### src/rtl/fetch_pkg.sv
// Shared definitions for the instruction-fetch stage: PC-select codes, the
// default fetch entry layout and the bubble encoding.
package fetch_pkg;

  localparam logic [1:0] PCSRC_SEQ    = 2'd0;
  localparam logic [1:0] PCSRC_JUMP   = 2'd1;
  localparam logic [1:0] PCSRC_BRANCH = 2'd2;
  localparam logic [1:0] PCSRC_RETURN = 2'd3;

  localparam int FETCH_DATA_W = 16;
  localparam int FETCH_ADDR_W = 16;

  localparam logic [FETCH_DATA_W-1:0] FETCH_NOP = 16'h0000;

  // Default-geometry view of one prefetch queue entry.
  typedef struct packed {
    logic [FETCH_DATA_W-1:0] instr;
    logic [FETCH_ADDR_W-1:0] npc;
  } fetch_entry_t;

endpackage

### src/rtl/fetch_stage_pq_queue.sv
// Synchronous FIFO for prefetched {instr, npc} entries with flush; pointers
// are log2(DEPTH) bits wide and wrap naturally.
module fetch_queue #(
  parameter int WIDTH = 32,
  parameter int DEPTH = 4
) (
  input  logic                   clk,
  input  logic                   rst_n,
  input  logic                   push,
  input  logic                   pop,
  input  logic                   flush,
  input  logic [WIDTH-1:0]       wdata,
  output logic [WIDTH-1:0]       rdata,
  output logic                   full,
  output logic                   empty,
  output logic [$clog2(DEPTH):0] count
);

  localparam int PTR_W = $clog2(DEPTH);
  localparam int CNT_W = PTR_W + 1;

  logic [WIDTH-1:0] slot_mem [DEPTH];
  logic [PTR_W-1:0] wr_ptr_q, wr_ptr_d;
  logic [PTR_W-1:0] rd_ptr_q, rd_ptr_d;
  logic [CNT_W-1:0] count_q, count_d;
  logic             do_push, do_pop;

  assign full  = (count_q == CNT_W'(DEPTH));
  assign empty = (count_q == '0);
  assign count = count_q;
  assign rdata = slot_mem[rd_ptr_q];

  always_comb begin
    do_push  = push & (~full | pop) & ~flush;
    do_pop   = pop & ~empty & ~flush;
    wr_ptr_d = wr_ptr_q;
    rd_ptr_d = rd_ptr_q;
    count_d  = count_q;
    if (flush) begin
      wr_ptr_d = '0;
      rd_ptr_d = '0;
      count_d  = '0;
    end else begin
      if (do_push) wr_ptr_d = wr_ptr_q + 1'b1;
      if (do_pop)  rd_ptr_d = rd_ptr_q + 1'b1;
      count_d = count_q + CNT_W'(do_push) - CNT_W'(do_pop);
    end
  end

  always_ff @(posedge clk) begin
    if (!rst_n) begin
      wr_ptr_q <= '0;
      rd_ptr_q <= '0;
      count_q  <= '0;
    end else begin
      wr_ptr_q <= wr_ptr_d;
      rd_ptr_q <= rd_ptr_d;
      count_q  <= count_d;
    end
  end

  always_ff @(posedge clk) begin
    if (do_push) slot_mem[wr_ptr_q] <= wdata;
  end

endmodule

### src/rtl/fetch_stage_pq.sv
// Instruction-fetch stage: issues 1-cycle-latency memory reads under a credit
// limit, buffers returns in a prefetch queue and feeds the IF/ID register.
module fetch_stage_pq
  import fetch_pkg::*;
#(
  parameter int                DATA_W    = 16,
  parameter int                ADDR_W    = 16,
  parameter int                PC_STEP   = 1,
  parameter int                QDEPTH    = 4,
  parameter logic [ADDR_W-1:0] RESET_PC  = '0,
  parameter logic [DATA_W-1:0] NOP_INSTR = DATA_W'(FETCH_NOP)
) (
  input  logic              clk,
  input  logic              rst_n,
  input  logic              stall,
  input  logic              kill,
  input  logic [1:0]        pc_src,
  input  logic [ADDR_W-1:0] j_target,
  input  logic [ADDR_W-1:0] i_target,
  input  logic [ADDR_W-1:0] ret_addr,
  output logic              imem_req,
  output logic [ADDR_W-1:0] imem_addr,
  input  logic              imem_rvalid,
  input  logic [DATA_W-1:0] imem_rdata,
  output logic              if_valid,
  output logic [DATA_W-1:0] if_instr,
  output logic [ADDR_W-1:0] if_npc
);

  localparam int CNT_W = $clog2(QDEPTH) + 1;
  localparam int ENT_W = DATA_W + ADDR_W;

  logic [ADDR_W-1:0] fetch_pc_q, fetch_pc_d;
  logic              epoch_q, epoch_d;
  logic              inflight_q, inflight_d;
  logic              infl_tag_q, infl_tag_d;
  logic [ADDR_W-1:0] infl_addr_q, infl_addr_d;
  logic              if_valid_q, if_valid_d;
  logic [DATA_W-1:0] if_instr_q, if_instr_d;
  logic [ADDR_W-1:0] if_npc_q, if_npc_d;

  logic              redirect;
  logic [ADDR_W-1:0] redirect_pc;
  logic [CNT_W:0]    credit;
  logic              req;

  logic              q_push, q_pop, q_full, q_empty;
  logic [CNT_W-1:0]  q_count;
  logic [ENT_W-1:0]  q_wdata, q_rdata;

  fetch_queue #(
    .WIDTH(ENT_W),
    .DEPTH(QDEPTH)
  ) u_queue (
    .clk  (clk),
    .rst_n(rst_n),
    .push (q_push),
    .pop  (q_pop),
    .flush(redirect),
    .wdata(q_wdata),
    .rdata(q_rdata),
    .full (q_full),
    .empty(q_empty),
    .count(q_count)
  );

  // Request issue, redirect mux and return acceptance.
  always_comb begin
    redirect    = (pc_src != PCSRC_SEQ);
    redirect_pc = fetch_pc_q;
    case (pc_src)
      PCSRC_JUMP:   redirect_pc = j_target;
      PCSRC_BRANCH: redirect_pc = i_target;
      PCSRC_RETURN: redirect_pc = ret_addr;
      default:      redirect_pc = fetch_pc_q;
    endcase

    // Queued plus in-flight entries never exceed QDEPTH, so a return always fits.
    credit = {1'b0, q_count} + (CNT_W+1)'(inflight_q);
    req    = rst_n & ~redirect & (credit < (CNT_W+1)'(QDEPTH));

    q_push  = imem_rvalid & inflight_q & (infl_tag_q == epoch_q) & ~redirect;
    q_wdata = {imem_rdata, infl_addr_q + ADDR_W'(PC_STEP)};

    fetch_pc_d  = fetch_pc_q;
    if (redirect)  fetch_pc_d = redirect_pc;
    else if (req)  fetch_pc_d = fetch_pc_q + ADDR_W'(PC_STEP);
    epoch_d     = epoch_q ^ redirect;
    inflight_d  = req;
    infl_tag_d  = epoch_q;
    infl_addr_d = fetch_pc_q;
  end

  // Output register: redirect beats stall, stall beats kill.
  always_comb begin
    q_pop      = 1'b0;
    if_valid_d = if_valid_q;
    if_instr_d = if_instr_q;
    if_npc_d   = if_npc_q;
    if (redirect) begin
      if_valid_d = 1'b0;
    end else if (!stall) begin
      if (kill) begin
        q_pop      = ~q_empty;
        if_instr_d = NOP_INSTR;
        if_valid_d = 1'b1;
      end else if (!q_empty) begin
        q_pop      = 1'b1;
        if_instr_d = q_rdata[ENT_W-1:ADDR_W];
        if_npc_d   = q_rdata[ADDR_W-1:0];
        if_valid_d = 1'b1;
      end else begin
        if_valid_d = 1'b0;
      end
    end
  end

  always_ff @(posedge clk) begin
    if (!rst_n) begin
      fetch_pc_q <= RESET_PC;
      epoch_q    <= 1'b0;
      inflight_q <= 1'b0;
      infl_tag_q <= 1'b0;
      if_valid_q <= 1'b0;
      if_instr_q <= NOP_INSTR;
      if_npc_q   <= '0;
    end else begin
      fetch_pc_q <= fetch_pc_d;
      epoch_q    <= epoch_d;
      inflight_q <= inflight_d;
      infl_tag_q <= infl_tag_d;
      if_valid_q <= if_valid_d;
      if_instr_q <= if_instr_d;
      if_npc_q   <= if_npc_d;
    end
  end

  always_ff @(posedge clk) begin
    infl_addr_q <= infl_addr_d;
  end

  assign imem_req  = req;
  assign imem_addr = fetch_pc_q;
  assign if_valid  = if_valid_q;
  assign if_instr  = if_instr_q;
  assign if_npc    = if_npc_q;

endmodule
### config.mk
export PLATFORM = sky130hd
export DESIGN_NAME = fetch_stage_pq
export DESIGN_NICKNAME = d
export VERILOG_FILES = /design/src/rtl/fetch_pkg.sv /design/src/rtl/fetch_stage_pq_queue.sv /design/src/rtl/fetch_stage_pq.sv
export SDC_FILE = /design/constraint.sdc
export NUM_CORES = 1
export LEC_CHECK = 0
export ABC_AREA = 1
export ABC_CLOCK_PERIOD_IN_PS = 4050
export CELL_PAD_IN_SITES_DETAIL_PLACEMENT = 0
export CELL_PAD_IN_SITES_GLOBAL_PLACEMENT = 1
export CORE_AREA = 2 2 146 148
export CTS_CLUSTER_DIAMETER = 40
export DETAILED_ROUTE_END_ITERATION = 6
export DIE_AREA = 0 0 148 150
export GPL_ROUTABILITY_DRIVEN = 0
export PLACE_DENSITY = 0.89
export SETUP_SLACK_MARGIN = 0.2
export SYNTH_ARGS = -nofsm -noshare
export SYNTH_HDL_FRONTEND = slang
export SYNTH_SLANG_ARGS = --single-unit
### constraint.sdc
create_clock -name clk -period 4.05 [get_ports clk]
set_clock_uncertainty 0.2 [all_clocks]
set_input_delay 0.81 -clock clk [delete_from_list [all_inputs] [get_ports clk]]
set_output_delay 0.81 -clock clk [all_outputs]
set_load 0.01 [all_outputs]
== After elaboration in Yosys (flattened, before gate mapping) ==
Memories as Yosys holds them, arrays and structs flattened. A register that Yosys moved wholly into a read port is not among the register bits.
Index checks and enable logic that the tools add are counted.

* Bits in writable memories: 128
* Output and inout port bits: 50
* Memories kept: 1
* Word-level logic and storage cells: 65
* Input bits: 71
* Flip-flop bits (word level): 75

* Bitwise gates (word level): 17
* Reduce and logical (&&, ||, !) cells: 7
* Equality and inequality tests: 7
* Mux-type cells: 14
* Order comparisons: 1
* $add $sub $neg: 7

{| class="wikitable"
|+ Memory list
! name !! words !! bits a word !! read ports !! clocked after Yosys merged registers in !! wr ports !! line !! source
|-
| u_queue.slot_mem || 4 || 32 || 1 || 1 || 1 || fetch_stage_pq_queue.sv:22 || <nowiki>logic [WIDTH-1:0] slot_mem [DEPTH];</nowiki>
|}

{| class="wikitable"
|+ Operators with widths
! operator !! count
|-
| 16-bit 2-to-1 mux || 4
|-
| 16-bit case mux with 3 select lines || 1
|-
| 16-bit by 1-bit adder with 16-bit output, second input constant || 2
|-
| 1-bit AND || 9
|-
| 1-bit 2-to-1 mux || 7
|-
| 1-bit NOT || 6
|-
| 2-bit by 1-bit adder with 2-bit output, second input constant || 2
|-
| 3-bit by 1-bit adder with 4-bit output || 1
|-
| 2-bit equality test, second input constant || 2
|-
| 4-bit by 3-bit < comparator with 1-bit output, second input constant || 1
|-
| 2-bit 2-to-1 mux || 2
|-
| 4-bit != test, second input constant || 1
|-
| 4-bit AND reduction || 1
|-
| 2-bit nonzero test || 2
|-
| 3-bit by 1-bit adder with 3-bit output || 1
|-
| 3-bit equality test, second input constant || 1
|-
| 3-bit zero test || 1
|-
| 3-bit AND reduction || 1
|-
| 3-bit by 1-bit subtractor with 3-bit output || 1
|-
| 2-bit by 1-bit equality test with 1-bit output, second input constant || 1
|-
| 2-bit != test, second input constant || 1
|-
| 2-bit AND reduction || 1
|-
| 2-bit OR reduction || 1
|-
| 1-bit equality test || 1
|-
| 2 further kinds || 2
|}

== Depth between registers and ports, before layout ==
Gate-level depths: netlist of run 1.

* Depth in word-level cells: 10
* Mapped depth: 13
* Depth with buffers taken out: 13

== Hierarchy ==
A second synthesis of run 1 with hierarchy kept.

* Cell total of the unflattened synthesis: 881
* Area, all modules: 8778.4 µm²

{| class="wikitable"
|+ By module, submodules not included
! module !! area an instance (µm²) !! seq. area each (µm²) !! instances !! cells each
|-
| fetch_queue || 5291.3 || 4023.9 || 1 || 385
|-
| fetch_stage_pq || 3487.1 || 1361.3 || 1 || 496
|}

== Worst setup path after synthesis of run 1 ==
Ideal clock, no wire load.

* Kind: input port to flip-flop
* From: in pc_src[0]
* To: mem u_queue.slot_mem[0][0] (enable)
* Slack: 0.434 ns
* Stages on the path: 7
* Path buffers: 1
* Library setup time: 0.421 ns
* Data required time: 3.429 ns
* Arrival: 2.995 ns
* Path through: inv_1 -> ha_1 -> buf_2 -> nand3_1 -> nor2_1 -> nand2_1 -> nor2_1

* Word-level cells in the longest chain between the ends: 7
* Elaborated cells on any way between the ends: 9
* Classes of those cells: 3 x mux; 5 x bitwise; 1 x reduce/logical

{| class="wikitable"
|+ Ends and longest elaborated chain
! item !! line !! source
|-
| start, declared || fetch_stage_pq.sv:17 || <nowiki>input logic [1:0] pc_src,</nowiki>
|-
| 2-bit nonzero test (*) || fetch_stage_pq.sv:69 || <nowiki>redirect = (pc_src != PCSRC_SEQ);</nowiki>
|-
| 1-bit 2-to-1 mux or 1-bit NOT (tied branches) || -- ||
|-
| 1-bit OR or 1-bit AND (tied branches) || fetch_stage_pq_queue.sv:34, fetch_stage_pq.sv:82 ||
|-
| 1-bit AND || fetch_stage_pq_queue.sv:34 || <nowiki>do_push = push & (~full | pop) & ~flush;</nowiki>
|-
| 1-bit AND (*) || fetch_stage_pq_queue.sv:34 ||
|-
| 1-bit 2-to-1 mux (*) || fetch_stage_pq_queue.sv:63 || <nowiki>if (do_push) slot_mem[wr_ptr_q] <= wdata;</nowiki>
|-
| 1-bit 2-to-1 mux (not written as such) (*) || fetch_stage_pq_queue.sv:63 ||
|-
| end, declared || fetch_stage_pq_queue.sv:22 ||
|}

Every way passes the cells marked *; elsewhere a longest branch is shown, timed or not.

== Worst setup path in the final report of run 1 ==
* From: in pc_src[1]
* To: out imem_req

* Word-level cells in the longest chain between the ends: 4

{| class="wikitable"
|+ Ends and longest elaborated chain
! item !! line !! source
|-
| 2-bit nonzero test || fetch_stage_pq.sv:69 ||
|-
| 1-bit NOT (no line) || -- ||
|-
| 1-bit AND (2 in series) || fetch_stage_pq.sv:80 || <nowiki>req = rst_n & ~redirect & (credit < (CNT_W+1)'(QDEPTH));</nowiki>
|-
| end, declared || fetch_stage_pq.sv:21 || <nowiki>output logic imem_req,</nowiki>
|}

Every way passes these cells.

==> flow_results.xml, run 1 <==
<?xml version="1.0" encoding="UTF-8"?>
<metrics>
  <group name="setup_path">
    <metric name="regToRegStartpoint" unit="">u_queue.count[1]</metric>
    <metric name="cp.required" unit="ns">3.04</metric>
    <metric name="critical_path_arrival" unit="ns">2.73</metric>
    <metric name="crit_path_start_kind" unit="">input pin</metric>
    <metric name="reg2regPathDepth" unit="">11</metric>
    <metric name="end_kind" unit="">output port</metric>
    <metric name="worstPathMaxFanout" unit="">9</metric>
    <metric name="path_class" unit="">in -&gt; out</metric>
    <metric name="regToRegSetupSlack" unit="ns">1.76</metric>
    <metric name="r2r-end" unit="">u_queue.count[2]</metric>
  </group>
  <group name="yosys">
    <metric name="synth_area" unit="sq um">8510</metric>
    <metric name="syn_nets" unit="">937</metric>
    <metric name="avgSynthCellArea" unit="sq um">9.98</metric>
    <metric name="synth_top_flop_cell" unit="">edfxtp_1</metric>
    <metric name="synthDominantCellAreaShare" unit="%">45.2</metric>
    <metric name="synth_seq_cells" unit="">205</metric>
    <metric name="yosysWarnings" unit="">0</metric>
    <metric name="post_syn_instances" unit="">853</metric>
    <metric name="synthDominantAreaCellType" unit="">edfxtp_1</metric>
    <metric name="seq_area_frac_synth" unit="%">63.3</metric>
    <metric name="async_flop_share" unit="%">0</metric>
    <metric name="synth-edff-count" unit="">128</metric>
    <metric name="ys_top_cells_by_area" unit="">edfxtp_1 45%, dfxtp_1 18%, nor2_1 6.7%</metric>
    <metric name="ys_types" unit="">35</metric>
  </group>
  <group name="worst_hold_path">
    <metric name="hold_start" unit="">imem_addr[15]</metric>
    <metric name="timing.hold.worst_path_depth" unit="">0</metric>
    <metric name="hold_end" unit="">infl_addr_q[15]</metric>
    <metric name="holdCritPathClass" unit="">reg -&gt; reg</metric>
  </group>
  <group name="clock_tree">
    <metric name="tritoncts" unit="">done</metric>
    <metric name="ctsRootBufferMaster" unit="">clkbuf_16</metric>
    <metric name="clk_transition_reported_paths" unit="ns">0.05</metric>
    <metric name="post-cts-setup-buffers" unit="">0</metric>
    <metric name="post_cts_hold_buffer_count" unit="">0</metric>
    <metric name="cts_made_buffers" unit="">26</metric>
    <metric name="clock_sinks" unit="">205</metric>
    <metric name="clock_path_buffers" unit="">3</metric>
    <metric name="insertion_delay" unit="ns">0.51</metric>
    <metric name="cts-htree-levels" unit="">1</metric>
  </group>
  <group name="place">
    <metric name="dp.cells" unit="">1221</metric>
    <metric name="io_buffer_count" unit="">120</metric>
    <metric name="dp_hpwl" unit="microns">12300</metric>
  </group>
  <group name="die">
    <metric name="placement_rows" unit="">53</metric>
    <metric name="fp.dieW" unit="microns">148</metric>
    <metric name="start_util" unit="%">41.1</metric>
    <metric name="num_io_pins" unit="">121</metric>
    <metric name="full_die_area" unit="sq um">22200</metric>
    <metric name="die_height" unit="microns">150</metric>
    <metric name="floorplan.core_area" unit="sq um">20700</metric>
  </group>
  <group name="timing">
    <metric name="min_period" unit="ns">3.74</metric>
    <metric name="setup_violations" unit="">0</metric>
    <metric name="timing.final.hold_violations" unit="">0</metric>
    <metric name="max_clock_freq" unit="MHz">267</metric>
    <metric name="rsz_0062_raised_after_global_routing" unit="">no</metric>
    <metric name="final.setup.tns" unit="ns">0</metric>
    <metric name="slew_headroom" unit="%">33.0</metric>
    <metric name="max_slew.worst_pin.slew" unit="ns">1.00</metric>
    <metric name="drv_slew" unit="">0</metric>
    <metric name="hold_slack" unit="ns">0.211</metric>
    <metric name="fin_crit_sh" unit="%">92.4</metric>
  </group>
  <group name="route">
    <metric name="wire_per_inst" unit="microns">15.3</metric>
    <metric name="met2_wirelength" unit="microns">9350</metric>
    <metric name="wl" unit="microns">19400</metric>
    <metric name="detailroute.via_count" unit="">6297</metric>
    <metric name="detailed_route_wire_length_on_metal_1" unit="microns">8260</metric>
    <metric name="detail_route.vias_per_cell" unit="">4.96</metric>
    <metric name="postRouteAntennaNets" unit="">0</metric>
    <metric name="drc_errors" unit="">0</metric>
    <metric name="drtPass1Iterations" unit="">5</metric>
    <metric name="highest_layer" unit="">met4</metric>
    <metric name="drt_iter0_drc" unit="">376</metric>
    <metric name="dr_wl_met3" unit="microns">1490</metric>
  </group>
  <group name="cells_and_area">
    <metric name="final_layout_size_suffix_gt1_share" unit="%">7.95</metric>
    <metric name="n_fill_cell" unit="">1829</metric>
    <metric name="antenna_cells" unit="">0</metric>
    <metric name="finalNonFillerCells" unit="">1269</metric>
    <metric name="fin_nets" unit="">1058</metric>
    <metric name="synthToLayoutAreaGrowth" unit="%">28.0</metric>
  </group>
  <group name="grt">
    <metric name="globalRouteTotalUtil" unit="%">17.4</metric>
    <metric name="grt_pass1_wl" unit="microns">31100</metric>
    <metric name="grt_antenna_before_repair" unit="">0</metric>
    <metric name="grt_start_max_net_pins" unit="">65</metric>
    <metric name="overflow" unit="">0</metric>
    <metric name="grt_pass1_vias" unit="">6211</metric>
  </group>
  <group name="power_and_ir_drop">
    <metric name="vdd_ir_max" unit="V">0.000250</metric>
    <metric name="power_density_over_the_cells" unit="nW/um^2">445</metric>
    <metric name="total_leakage_power" unit="uW">0.00390</metric>
  </group>
  <group name="job">
    <metric name="drv.max_cap_violation_count" unit="">0</metric>
  </group>
  <group name="outcome">
    <metric name="status" unit="">complete, no violations</metric>
  </group>
</metrics>
[metrics by stage]
step           total power, uW  area [sq um]  worst slack, ns  utilization (%)
2_1_floorplan             2460          8510            0.434                -
4_1_cts                   4880         10900            0.233             52.6
3_5_place_dp              2620         10000            0.243             48.4
5_1_grt                   5010         10900            0.204             52.6
3_3_place_gp              2620         10000            0.284             48.4
6_report                  4840         10900            0.310             52.6
[synthesized netlist by cell type (7+ instances only)]
cell type / number
nand3_1: 23
nor2_1: 152
dfxtp_1: 77
o21ai_1: 8
o21ai_0: 90
a31oi_1: 21
o22ai_1: 16
a21oi_1: 38
nand4_1: 11
ha_1: 12
buf_2: 16
inv_1: 46
edfxtp_1: 128
xor2_1: 12
xnor2_1: 7
nand2_1: 143
clkbuf_1: 16
[critical path, stage by stage]
cell	delay, ns
clkdlybuf4s50_1	0.47
inv_1	0.09
ha_2	0.25
nand2_2	0.15
inv_2	0.12
nand3_4	0.15
inv_1	0.14
clkdlybuf4s50_1	0.55
[registers in the layout, summed over array words and instances, names as in the netlist, named ones only]
name              cells
if_instr             16
if_npc               16
if_valid              1
infl_tag_q            1
u_queue.rd_ptr_q      2
epoch_q               1
infl_addr_q          16
imem_addr            16
u_queue.wr_ptr_q      2
u_queue.slot_mem    128
inflight_q            1
u_queue.count         3
[routing by layer]
layer | vias up | GRT usage (%)
li1 | 3161 | -
met1 | 2889 | 22.0
met2 | 218 | 30.7
met3 | 29 | 3.78
met4 | 0 | 4.14
met5 | - | 0
[cell families (layout without fill, tap and decap cells)]
group           count (synthesis)  in the layout  share of synthesized area (%)
xor+xnor                       19             19                           1.96
compound gates                183            183                           11.7
simple gates                  344            344                           16.6
flops                         205            205                           63.3
buf+inv                        89            230                           4.53
fa+ha+maj                      13             13                           2.00
[placed cells by master (no fill, tap or decap), types with 6 or more instances in the layout]
cell type	instances
o21ai_1	8
o22ai_1	16
nand4_1	11
dfxtp_1	76
clkbuf_16	27
nor2_2	6
a31oi_1	21
ha_1	11
nor2_1	148
nand2_1	143
xor2_1	12
xnor2_1	7
inv_1	46
buf_4	8
a21oi_1	38
edfxtp_1	128
o21bai_1	6
nand3_1	23
clkdlybuf4s50_1	120
o21ai_0	90
[layout make-up]
cell class	instances	area, sq um	area share, %
flip-flops and latches	205	5390	49.4
multi-input cells	559	2750	25.3
repair buffers	132	1340	12.3
clock buffers	29	693	6.36
well taps	275	344	3.16
inverters	50	188	1.72
clock inverters	19	186	1.71
[where the power goes]
part           internal [uW]  switching (uW)  total (uW)
Clock                   1380             879        2260
Combinational            136             139         275
Sequential              2260            45.6        2310
[worst max path at each step]
stage	start	slack [ns]	depth (start not counted)	endpoint
detailed placement	pc_src[1]	0.24	8	imem_req
floorplan	pc_src[0]	0.43	7	u_queue.slot_mem[0][0]
global placement	pc_src[1]	0.28	8	imem_req
global route	pc_src[1]	0.20	8	imem_req
CTS	pc_src[1]	0.23	8	imem_req
finish	pc_src[1]	0.31	8	imem_req
[timing repair]
action,CTS,global route
endpoints found under the setup margin,0,1
hold endpoints to repair,0,0
resized for setup,0,1
Power figures use the tool's default switching activity.
==> inputs of run 2 (changes only) <==
--- a/config.mk
+++ b/config.mk
@@ -7,14 +7,12 @@
 export LEC_CHECK = 0
 export ABC_AREA = 1
 export ABC_CLOCK_PERIOD_IN_PS = 4050
-export CELL_PAD_IN_SITES_DETAIL_PLACEMENT = 0
-export CELL_PAD_IN_SITES_GLOBAL_PLACEMENT = 1
-export CORE_AREA = 2 2 146 148
+export CORE_AREA = 2 2 133 135
 export CTS_CLUSTER_DIAMETER = 40
 export DETAILED_ROUTE_END_ITERATION = 6
-export DIE_AREA = 0 0 148 150
+export DIE_AREA = 0 0 135 137
 export GPL_ROUTABILITY_DRIVEN = 0
-export PLACE_DENSITY = 0.89
+export PLACE_DENSITY = 0.83
 export SETUP_SLACK_MARGIN = 0.2
 export SYNTH_ARGS = -nofsm -noshare
 export SYNTH_HDL_FRONTEND = slang
==> run 2 against run 1 <==
Via count up 0.59%. Count of clock-buffer cells in the layout decreased by 3. Worst setup slack gained 0.44 ns. Critical path depth stayed put. Flip-flop and latch count is the same.
==> flow_results.xml, run 2 (same netlist as run 1, synthesis figures left out) <==
<?xml version="1.0" encoding="UTF-8"?>
<metrics>
  <group name="outcome">
    <metric name="status" unit="">complete, no violations</metric>
  </group>
  <group name="worst_hold_path">
    <metric name="hold_start" unit="">imem_addr[15]</metric>
    <metric name="hold_end" unit="">infl_addr_q[15]</metric>
    <metric name="holdCritPathClass" unit="">reg -&gt; reg</metric>
    <metric name="timing.hold.worst_path_depth" unit="">0</metric>
  </group>
  <group name="grt">
    <metric name="globalRouteTotalUtil" unit="%">20.0</metric>
    <metric name="grt_util_met3" unit="%">4.33</metric>
    <metric name="groute.layer.met1.usage" unit="%">23.3</metric>
    <metric name="grt_pass1_vias" unit="">6267</metric>
    <metric name="gr-usage-met2" unit="%">36.2</metric>
    <metric name="grt-busiest-layer" unit="">met2</metric>
    <metric name="overflow" unit="">0</metric>
    <metric name="grt_antenna_before_repair" unit="">0</metric>
    <metric name="grt_start_max_net_pins" unit="">66</metric>
    <metric name="grt_pass1_wl" unit="microns">29600</metric>
  </group>
  <group name="power_and_ir_drop">
    <metric name="power_density_over_the_cells" unit="nW/um^2">427</metric>
    <metric name="total_leakage_power" unit="uW">0.00383</metric>
    <metric name="vdd_ir_max" unit="V">0.000237</metric>
  </group>
  <group name="setup_path">
    <metric name="end_kind" unit="">output port</metric>
    <metric name="path_cells" unit="">clkdlybuf4s50_1 &gt; inv_1 &gt; ha_1 &gt; nand2_2 &gt; inv_2 &gt; nand3_4 &gt; inv_1 &gt; dlymetal6s2s_1</metric>
    <metric name="worstPathMaxFanout" unit="">9</metric>
    <metric name="regToRegSetupSlack" unit="ns">1.67</metric>
    <metric name="crit_path_start_kind" unit="">input pin</metric>
    <metric name="timing.critical_path.max_delay_family" unit="">buffers and inverters</metric>
    <metric name="timing.critical_path.slowest_cell_delay" unit="ns">0.43</metric>
    <metric name="r2r-end" unit="">if_instr[14]</metric>
    <metric name="worst_path_max_delay_cell" unit="">clkdlybuf4s50_1</metric>
    <metric name="worst_path_most_repeated_cell" unit="">inv_1</metric>
    <metric name="path_class" unit="">in -&gt; out</metric>
    <metric name="critical_path_arrival" unit="ns">2.29</metric>
    <metric name="cp.required" unit="ns">3.04</metric>
    <metric name="cp.depth" unit="">8</metric>
    <metric name="reg2regPathDepth" unit="">6</metric>
    <metric name="crit_path_buf_inv_count" unit="">5</metric>
  </group>
  <group name="cells_and_area">
    <metric name="antenna_cells" unit="">0</metric>
    <metric name="fin_nets" unit="">1052</metric>
    <metric name="final_cell_mix" unit="">148 x nor2_1, 143 x nand2_1, 128 x edfxtp_1</metric>
    <metric name="final_layout_size_suffix_gt1_share" unit="%">7.11</metric>
    <metric name="n_fill_cell" unit="">1368</metric>
    <metric name="synthToLayoutAreaGrowth" unit="%">24.7</metric>
    <metric name="fin_area" unit="sq um">10600</metric>
    <metric name="largest_register_ffs" unit="">128</metric>
    <metric name="largest_register" unit="">u_queue.slot_mem</metric>
    <metric name="layout.cells.most_common" unit="">nor2_1</metric>
  </group>
  <group name="timing">
    <metric name="max_slew.worst_pin.slew" unit="ns">1.06</metric>
    <metric name="hold_slack" unit="ns">0.211</metric>
    <metric name="slew_headroom" unit="%">29.3</metric>
    <metric name="setup_violations" unit="">0</metric>
    <metric name="max_clock_freq" unit="MHz">303</metric>
    <metric name="drv_slew" unit="">0</metric>
    <metric name="min_period" unit="ns">3.30</metric>
    <metric name="fin_crit_sh" unit="%">81.5</metric>
    <metric name="final.setup.tns" unit="ns">0</metric>
    <metric name="timing.final.hold_violations" unit="">0</metric>
    <metric name="rsz_0062_raised_after_global_routing" unit="">no</metric>
  </group>
  <group name="die">
    <metric name="floorplan.core_area" unit="sq um">17100</metric>
    <metric name="die_height" unit="microns">137</metric>
    <metric name="fp.dieW" unit="microns">135</metric>
    <metric name="num_io_pins" unit="">121</metric>
    <metric name="start_util" unit="%">49.9</metric>
    <metric name="placement_rows" unit="">48</metric>
    <metric name="full_die_area" unit="sq um">18500</metric>
  </group>
  <group name="route">
    <metric name="detail_route.vias_per_cell" unit="">5.24</metric>
    <metric name="detailroute.via_count" unit="">6334</metric>
    <metric name="wl" unit="microns">18200</metric>
    <metric name="wire_per_inst" unit="microns">15.0</metric>
    <metric name="drt_iter0_drc" unit="">404</metric>
    <metric name="drtPass1Iterations" unit="">5</metric>
    <metric name="drc_errors" unit="">0</metric>
    <metric name="postRouteAntennaNets" unit="">0</metric>
  </group>
  <group name="clock_tree">
    <metric name="ctsRootBufferMaster" unit="">clkbuf_16</metric>
    <metric name="tritoncts" unit="">done</metric>
    <metric name="insertion_delay" unit="ns">0.49</metric>
    <metric name="clock_sinks" unit="">205</metric>
    <metric name="clk_transition_reported_paths" unit="ns">0.06</metric>
    <metric name="cts_made_buffers" unit="">23</metric>
    <metric name="post-cts-setup-buffers" unit="">0</metric>
    <metric name="clock_path_buffers" unit="">3</metric>
    <metric name="cts-htree-levels" unit="">1</metric>
  </group>
  <group name="job">
    <metric name="drv.max_cap_violation_count" unit="">0</metric>
  </group>
  <group name="place">
    <metric name="detailed_place.area" unit="sq um">9880</metric>
    <metric name="io_buffer_count" unit="">120</metric>
    <metric name="dp_hpwl" unit="microns">11400</metric>
  </group>
</metrics>
-- run 2: changes by cell type in the layout (fill, tap and decap cells not counted), sizes merged --
cell,delta
buf,-3
bufinv,-1
clkbuf,-3
clkdlybuf4s50,-1
clkinv,-1
dlymetal6s2s,+1
inv,-2
-- run 2: cell type report --
type	instances	area, sq um	share of cell area, %
clock buffer	26	607	5.72
multi-input combinational	559	2750	25.9
sequential	205	5390	50.7
clock inverter	15	133	1.25
inverter	50	188	1.77
timing repair buffer	129	1270	12.0
tap	225	282	2.65
-- run 2: worst max path at each step --
stage,slack (ns),endpoint,start
floorplan,0.43,u_queue.slot_mem[0][0],pc_src[0]
global placement,0.44,imem_req,pc_src[1]
detailed placement,0.37,imem_req,pc_src[0]
CTS,0.36,imem_req,pc_src[0]
global route,0.59,imem_req,pc_src[0]
finish,0.75,imem_req,pc_src[0]
-- run 2: metrics by stage --
step                      util (%)  total power [uW]  setup slack [ns]  cells
after floorplan                  -              2460             0.434    853
after global placement        57.9              2610             0.444   1168
after detailed placement      57.9              2610             0.371   1168
after CTS                     62.2              4570             0.357   1209
after global routing          62.3              4680             0.586   1209
final                         62.3              4540             0.747   1209
-- run 2: routing by layer --
layer,wire length [microns],vias to the layer above
li1,-,3138
met1,7100,2893
met2,9140,266
met3,1540,37
met4,395,0
met5,0,-
-- run 2: power by group --
group,switching [uW],internal [uW],leakage [uW]
registers,42.0,2260,0.00178
logic,137,134,0.00170
clock network,804,1160,0.000356
total,983,3550,0.00383
-- run 2: repair_timing --
item / in CTS / in global routing
setup endpoints to repair: 0 / 1
hold buffers: 0 / 0
resized for setup: 0 / 1
